### src/rtl/risc_controller_if.sv
// Control bus between the instruction sequencer and the datapath:
// opcode/zero flag flow in, single-cycle control strobes flow out.
interface risc_controller_if;
  // Plain level strobes, no valid/ready handshake: each strobe is a
  // combinational decode valid for the whole cycle and acted on at the next
  // rising edge.
  logic [2:0] opcode;
  logic       is_zero;
  logic       sel;
  logic       rd;
  logic       ld_ir;
  logic       halt;
  logic       inc_pc;
  logic       ld_ac;
  logic       ld_pc;
  logic       wr;
  logic       data_e;

  modport master (
    input  opcode, is_zero,
    output sel, rd, ld_ir, halt, inc_pc, ld_ac, ld_pc, wr, data_e
  );

  modport slave (
    output opcode, is_zero,
    input  sel, rd, ld_ir, halt, inc_pc, ld_ac, ld_pc, wr, data_e
  );
endinterface

### src/rtl/risc_controller.sv
// Simple RISC CPU sequencer: 8-phase instruction cycle plus a sticky HALTED
// state; every control strobe is a combinational decode of the state.
module risc_controller (
  input  logic                     clk,
  input  logic                     rst,
  risc_controller_if.master        bus,
  output logic [2:0]               dbg_phase,
  output logic                     dbg_halted
);

  localparam logic [2:0] OP_HLT = 3'b000;
  localparam logic [2:0] OP_SKZ = 3'b001;
  localparam logic [2:0] OP_ADD = 3'b010;
  localparam logic [2:0] OP_AND = 3'b011;
  localparam logic [2:0] OP_XOR = 3'b100;
  localparam logic [2:0] OP_LDA = 3'b101;
  localparam logic [2:0] OP_STO = 3'b110;
  localparam logic [2:0] OP_JMP = 3'b111;

  localparam logic [2:0] PH_INST_ADDR  = 3'd0;
  localparam logic [2:0] PH_INST_FETCH = 3'd1;
  localparam logic [2:0] PH_INST_LOAD  = 3'd2;
  localparam logic [2:0] PH_IDLE       = 3'd3;
  localparam logic [2:0] PH_OP_ADDR    = 3'd4;
  localparam logic [2:0] PH_OP_FETCH   = 3'd5;
  localparam logic [2:0] PH_ALU_OP     = 3'd6;
  localparam logic [2:0] PH_STORE      = 3'd7;

  logic [2:0] phase_q, phase_n;
  logic       halted_q, halted_n;
  logic       alu_op;

  assign alu_op = (bus.opcode == OP_ADD) || (bus.opcode == OP_AND) ||
                  (bus.opcode == OP_XOR) || (bus.opcode == OP_LDA);

  always_ff @(posedge clk) begin
    if (rst) begin
      phase_q  <= PH_INST_ADDR;
      halted_q <= 1'b0;
    end else begin
      phase_q  <= phase_n;
      halted_q <= halted_n;
    end
  end

  // HLT freezes the phase register at OP_ADDR; only reset leaves HALTED.
  always_comb begin
    phase_n  = phase_q;
    halted_n = halted_q;
    if (!halted_q) begin
      if (phase_q == PH_OP_ADDR && bus.opcode == OP_HLT) begin
        halted_n = 1'b1;
      end else begin
        phase_n = phase_q + 3'd1;
      end
    end
  end

  always_comb begin
    bus.sel    = 1'b0;
    bus.rd     = 1'b0;
    bus.ld_ir  = 1'b0;
    bus.halt   = 1'b0;
    bus.inc_pc = 1'b0;
    bus.ld_ac  = 1'b0;
    bus.ld_pc  = 1'b0;
    bus.wr     = 1'b0;
    bus.data_e = 1'b0;
    if (halted_q) begin
      bus.halt = 1'b1;
    end else begin
      case (phase_q)
        PH_INST_ADDR: begin
          bus.sel = 1'b1;
        end
        PH_INST_FETCH: begin
          bus.sel = 1'b1;
          bus.rd  = 1'b1;
        end
        PH_INST_LOAD, PH_IDLE: begin
          bus.sel   = 1'b1;
          bus.rd    = 1'b1;
          bus.ld_ir = 1'b1;
        end
        PH_OP_ADDR: begin
          bus.inc_pc = 1'b1;
          bus.halt   = (bus.opcode == OP_HLT);
        end
        PH_OP_FETCH: begin
          bus.rd = alu_op;
        end
        PH_ALU_OP: begin
          // SKZ second increment: together with OP_ADDR this skips one word.
          bus.rd     = alu_op;
          bus.inc_pc = (bus.opcode == OP_SKZ) && bus.is_zero;
          bus.ld_pc  = (bus.opcode == OP_JMP);
          bus.data_e = (bus.opcode == OP_STO);
        end
        PH_STORE: begin
          bus.rd     = alu_op;
          bus.ld_ac  = alu_op;
          bus.ld_pc  = (bus.opcode == OP_JMP);
          bus.wr     = (bus.opcode == OP_STO);
          bus.data_e = (bus.opcode == OP_STO);
        end
        default: ;
      endcase
    end
  end

  assign dbg_phase  = phase_q;
  assign dbg_halted = halted_q;

endmodule

### src/flat_wrapper.sv
// flat-port wrapper written by rule: the top's interface ports become plain ports
module risc_controller_flat 
  (clk, rst, dbg_phase, dbg_halted, bus_opcode, bus_is_zero, bus_sel, bus_rd, bus_ld_ir, bus_halt, bus_inc_pc, bus_ld_ac, bus_ld_pc, bus_wr, bus_data_e);
  risc_controller_if bus_i ();
  input  logic clk;
  input  logic rst;
  output logic [2:0] dbg_phase;
  output logic dbg_halted;
  input wire logic [$bits(bus_i.opcode)-1:0] bus_opcode;
  input wire logic [$bits(bus_i.is_zero)-1:0] bus_is_zero;
  output wire logic [$bits(bus_i.sel)-1:0] bus_sel;
  output wire logic [$bits(bus_i.rd)-1:0] bus_rd;
  output wire logic [$bits(bus_i.ld_ir)-1:0] bus_ld_ir;
  output wire logic [$bits(bus_i.halt)-1:0] bus_halt;
  output wire logic [$bits(bus_i.inc_pc)-1:0] bus_inc_pc;
  output wire logic [$bits(bus_i.ld_ac)-1:0] bus_ld_ac;
  output wire logic [$bits(bus_i.ld_pc)-1:0] bus_ld_pc;
  output wire logic [$bits(bus_i.wr)-1:0] bus_wr;
  output wire logic [$bits(bus_i.data_e)-1:0] bus_data_e;
  assign bus_i.opcode = bus_opcode;
  assign bus_i.is_zero = bus_is_zero;
  assign bus_sel = bus_i.sel;
  assign bus_rd = bus_i.rd;
  assign bus_ld_ir = bus_i.ld_ir;
  assign bus_halt = bus_i.halt;
  assign bus_inc_pc = bus_i.inc_pc;
  assign bus_ld_ac = bus_i.ld_ac;
  assign bus_ld_pc = bus_i.ld_pc;
  assign bus_wr = bus_i.wr;
  assign bus_data_e = bus_i.data_e;
  risc_controller u_core (.clk(clk), .rst(rst), .bus(bus_i), .dbg_phase(dbg_phase), .dbg_halted(dbg_halted));
endmodule
### config.mk
export PLATFORM = sky130hd
export DESIGN_NAME = risc_controller_flat
export DESIGN_NICKNAME = d
export VERILOG_FILES = /design/src/rtl/risc_controller_if.sv /design/src/rtl/risc_controller.sv /design/src/flat_wrapper.sv
export SDC_FILE = /design/constraint.sdc
export NUM_CORES = 1
export LEC_CHECK = 0
export CELL_PAD_IN_SITES_DETAIL_PLACEMENT = 0
export CELL_PAD_IN_SITES_GLOBAL_PLACEMENT = 1
export CORE_MARGIN = 2
export CORE_UTILIZATION = 28
export CTS_CLUSTER_DIAMETER = 80
export DETAILED_ROUTE_END_ITERATION = 8
export PLACE_DENSITY_LB_ADDON = 0.1
export SETUP_SLACK_MARGIN = 0.15
export SLEW_MARGIN = 10
export SYNTH_ARGS = -nofsm -noshare
export SYNTH_HDL_FRONTEND = slang
export SYNTH_SLANG_ARGS = --single-unit
### constraint.sdc
create_clock -name clk -period 3 [get_ports clk]
set_input_delay 0.6 -clock clk [delete_from_list [all_inputs] [get_ports clk]]
set_output_delay 0.6 -clock clk [all_outputs]
set_load 0.02 [all_outputs]
* Word level (Yosys, flattened, before mapping) *
Cells that the tools add are included.

operators by class
  add/sub/neg operators = 1
  multipliers = 0
  divide/modulo/power cells = 0
  magnitude comparators = 0
  equal/unequal tests = 14
  shift-type cells = 0
  muxes and demuxes = 20
  bitwise operators = 2
  reduce and logical (&&, ||, !) cells = 13

operators by type and width
  cell                   count
  $eq A3 B3 Y1 const B   8
  $mux W1                18
  $eq A3 B2 Y1 const B   4
  $eq A3 B1 Y1 const B   2
  $logic_not A3 Y1       2
  $reduce_or A3 Y1       2
  $pmux W1 S2            2
  $reduce_or A2 Y1       2
  $reduce_or A4 Y1       1
  $add A3 B1 Y3 const B  1
  $logic_or A1 B1 Y1     3
  $logic_and A1 B1 Y1    2
  $not A1 Y1             2
  $reduce_and A2 Y1      1

storage, ports and cells
  bits in registers = 4
  bits in latches = 0
  bits in writable memories = 0
  ROM bits = 0
  bits of input ports = 6
  output and inout port bits = 13
  word-level logic and storage cells = 52
  memories kept = 0

* Depth between registers and ports, before layout *
  word-level depth = 6
  depth in mapped cells = 5
  gate-level depth less buffers = 5

* Worst setup path before layout *
OpenSTA, ideal clock, no wires.

  kind = reg-to-output
  from = register u_core.phase_q[0], in the netlist u_core.dbg_phase[0]
  to = output port bus_ld_pc
  arrival time = 1.776 ns
  data required time = 2.400 ns
  path slack = 0.624 ns
  stages on the path, launching flop included = 5
  buffers on the path = 0
  cells stage by stage = dfxtp_1 ha_1 ha_1 a21oi_1 nor4b_1

between the ends
  longest elaborated chain between the ends = 4
  elaborated cells between the ends (all ways) = 5
  classes of those cells = eq/ne: 2; mux: 2; reduce/logical: 1

RTL lines
  item                          line                   text
  start: declaration            risc_controller.sv:29  logic [2:0] phase_q, phase_n;
  start signal: assignment      risc_controller.sv:41  phase_q <= phase_n;
  $eq A3 B3 Y1                  risc_controller.sv:72  case (phase_q)
  $reduce_or A2 Y1 (no line) *  --
  $mux W1 *                     --
  $mux W1 *                     risc_controller.sv:69  if (halted_q) begin
  end: declaration              flat_wrapper.sv:17     output wire logic [$bits(bus_i.ld_pc)-1:0] bus_ld_pc;

Every way passes the cells marked *; elsewhere a longest branch is shown, timed or not.

* Worst setup path after layout *
  from = input port bus_opcode[0]
  to = output port bus_halt

between the ends
  longest elaborated chain between the ends = 3

RTL lines
  item                line                   text
  start: declaration  flat_wrapper.sv:9      input wire logic [$bits(bus_i.opcode)-1:0] bus_opcode;
  $logic_not A3 Y1    risc_controller.sv:87  bus.halt = (bus.opcode == OP_HLT);
  $mux W1             risc_controller.sv:72
  $mux W1             risc_controller.sv:69
  end: declaration    flat_wrapper.sv:14     output wire logic [$bits(bus_i.halt)-1:0] bus_halt;

No other way between the ends.

==> results.sh <==
export IMPL_syn_area_per_cell_um2=8.01
export IMPL_slowest_stage="clkdlybuf4s50_1"
export IMPL_rr_startpoint="u_core.dbg_phase[1]"
export IMPL_max_stage_delay_ns=0.59
export IMPL_num_fill_cells=121
export IMPL_cts_tree="yes"
export IMPL_htreeDepth=1
export IMPL_clock_latency_ns=0.23
export IMPL_track_usage_pct=12.1
export IMPL_finalNetCount=85
export IMPL_cts_buffers=3
export IMPL_setup_slack_ns=0.241
export IMPL_reg2regPathDepth=5
export IMPL_netlist_area_um2=400
export IMPL_synthDistinctLibCells=25
export IMPL_initial_core_util_pct=30.4
export IMPL_max_vdd_ir_drop_mv=0.300
export IMPL_grt_max_degree=17
export IMPL_regArea_um2=81.3
export IMPL_fp_dieH_um=41.8
export IMPL_multiInputGateArea_um2=302
export IMPL_syn_inst=50
export IMPL_cts_clk_slew_worst_paths_ns=0.03
export IMPL_end_kind="output pin"
export IMPL_status="finished, final reports clean"
export IMPL_rsz0062_at_grt="false"
export IMPL_setup_viol=0
export IMPL_cts_sinks=4
export IMPL_die_w_um=41.8
export IMPL_ys_seq_area_share_pct=20.0
export IMPL_port_buffers=18
export IMPL_report_final_slew_viol_count=0
export IMPL_place_congestion=0.716
export IMPL_synthFlopType="dfxtp_1"
export IMPL_ys_warnings_count=0
export IMPL_max_clock_path_buffers=2
export IMPL_grt_ovfl_total=0
export IMPL_firstDrtPassIters=2
export IMPL_vias_per_cell=5.23
export IMPL_drtIter0Drc=5
export IMPL_cts_root_buf="clkbuf_4"
export IMPL_required_ns=2.40
export IMPL_pwr_density_cell_nw_per_um2=733
export IMPL_max_slew_margin_pct=68.6
export IMPL_post_drt_wl_per_cell_um=11.8
export IMPL_tns_ns=0
export IMPL_layout_common_cells="clkdlybuf4s50_1, ha_1, inv_1, nor2_1"
export IMPL_hp_start="u_core.dbg_phase[0]"
export IMPL_drtAntennaViolNets=0
export IMPL_die_area_um2=1750
export IMPL_syn_to_final_growth_pct=57.2
export IMPL_period_share_pct=92.0
export IMPL_cts_setup_buffers=0
export IMPL_yosysTopAreaCell="dfxtp_1"
export IMPL_hold_slack_ns=0.602
export IMPL_path_depth=5
export IMPL_ys_ff_latch=4
export IMPL_r2r_end="u_core.dbg_phase[0]"
export IMPL_fin_skew_ns=0.00159
export IMPL_crit_top_cell="clkdlybuf4s50_1"
export IMPL_vias=450
export IMPL_cts_hold_buf=0
export IMPL_hp_class="flop to flop"
export IMPL_max_cap_viol_count=0
export IMPL_max_freq_ghz=0.362
export IMPL_core_region_area_um2=1320
export IMPL_final_hold_viol_count=0
export IMPL_drc=0
export IMPL_fin_crit_ns=2.76
export IMPL_routed_wl_um=1020
export IMPL_leakagePower_nw=0.251
export IMPL_fp_row_count=13
export IMPL_cp_start_kind="input port"
export IMPL_io_pins=19
export IMPL_crit_fanout=5
export IMPL_antenna_found_initial=0
export IMPL_grt_pass1_vias=392
export IMPL_dpl_worst_slack_ns=0.135
export IMPL_crit_buf_inv=3
export IMPL_path_class="input port to output pin"
export IMPL_r2r_slack_ns=1.49
export IMPL_layout_drive_gt1_share_pct=11.3
export IMPL_synth_area_leaders="dfxtp_1, ha_1, a21oi_1"
export IMPL_synthesis_nets=62
export IMPL_synth_edf_count=0
export IMPL_whs_endpoint="u_core.dbg_phase[0]"
export IMPL_crit_chain="clkdlybuf4s50_1 -> and3b_4 -> a21oi_2 -> inv_1 -> clkdlybuf4s50_1"
export IMPL_hpwl_um=816
export IMPL_grt_pass1_wl_um=1610
export IMPL_post_cts_resize_count=1
export IMPL_num_antenna_cells=0
export IMPL_async_reset_ff_share_pct=0
export IMPL_worst_pin_slew_ns=0.470
export IMPL_mostFrequentLayoutCell="clkdlybuf4s50_1"
export IMPL_critPathArrivalTime_ns=2.16
export IMPL_hold_depth=2
export IMPL_synth_top_area_share_pct=20.0
export IMPL_crit_family="buffers and inverters"
[cells in the mapped netlist (all sizes together), types with 2 or more instances]
| library cell | instances |
|---|---|
| nor2 | 5 |
| inv | 5 |
| a21oi | 4 |
| dfxtp | 4 |
| nand3b | 2 |
| nor4 | 3 |
| nand4b | 2 |
| nand2b | 2 |
| ha | 6 |
| or4 | 2 |
[routing by layer]
layer,wire length [um],track usage (%)
met1,487,14.9
met2,438,17.5
met3,57,2.61
met4,34,10.3
met5,0,0
[worst register-to-register path, stage by stage, from the launching register on]
cell and delay, ns:
dfxtp_1 0.43, inv_1 0.10, ha_1 0.22, and3b_4 0.21, or4_1 0.40, nand4_1 0.09
[metrics by stage]
step / instance area (um^2) / instances / utilization [%] / total power, mW
6_report: 629 / 86 / 47.8 / 0.461
5_1_grt: 629 / 86 / 47.8 / 0.506
4_1_cts: 624 / 86 / 47.4 / 0.466
3_5_place_dp: 603 / 83 / 45.8 / 0.400
3_3_place_gp: 603 / 83 / 45.8 / 0.401
2_1_floorplan: 400 / 50 / - / 0.269
[layout make-up]
cell class	instances	area share [%]
multi-input combinational	40	47.9
clock buffer	3	3.58
sequential	4	12.9
timing repair buffer	19	29.6
tap	15	2.98
inverter	5	2.98
[worst max path at each step]
stage          slack, ns    endpoint           startpoint
2_1_floorplan       0.62   bus_ld_pc  u_core.dbg_phase[0]
3_3_place_gp        0.12  bus_inc_pc        bus_opcode[2]
3_5_place_dp        0.14  bus_inc_pc        bus_opcode[2]
4_1_cts             0.19    bus_halt        bus_opcode[0]
5_1_grt             0.16    bus_halt        bus_opcode[0]
6_report            0.24    bus_halt        bus_opcode[0]
[flip-flops by register name (all words and copies together), names as in the netlist]
name               flops
u_core.dbg_halted      1
u_core.dbg_phase       3
[logic make-up (layout without fill, tap and decap cells)]
kind of cell | after synthesis | count (layout) | synth area share, %
buffers and inverters | 6 | 27 | 5.62
DFF | 4 | 4 | 20.0
AOI/OAI and AO/OA | 10 | 10 | 16.6
xor gates and xnor gates | 1 | 1 | 2.19
adders and majority gates | 6 | 6 | 18.7
and+or+nand+nor | 23 | 23 | 36.9
[report_power, final]
| part | internal [mW] | switching [mW] | leakage (nW) |
|---|---|---|---|
| clock | 0.0445 | 0.0192 | 0.0138 |
| combinational | 0.145 | 0.154 | 0.204 |
| sequential | 0.0700 | 0.0283 | 0.0332 |
| total | 0.259 | 0.202 | 0.251 |
Power figures use the tool's default switching activity.
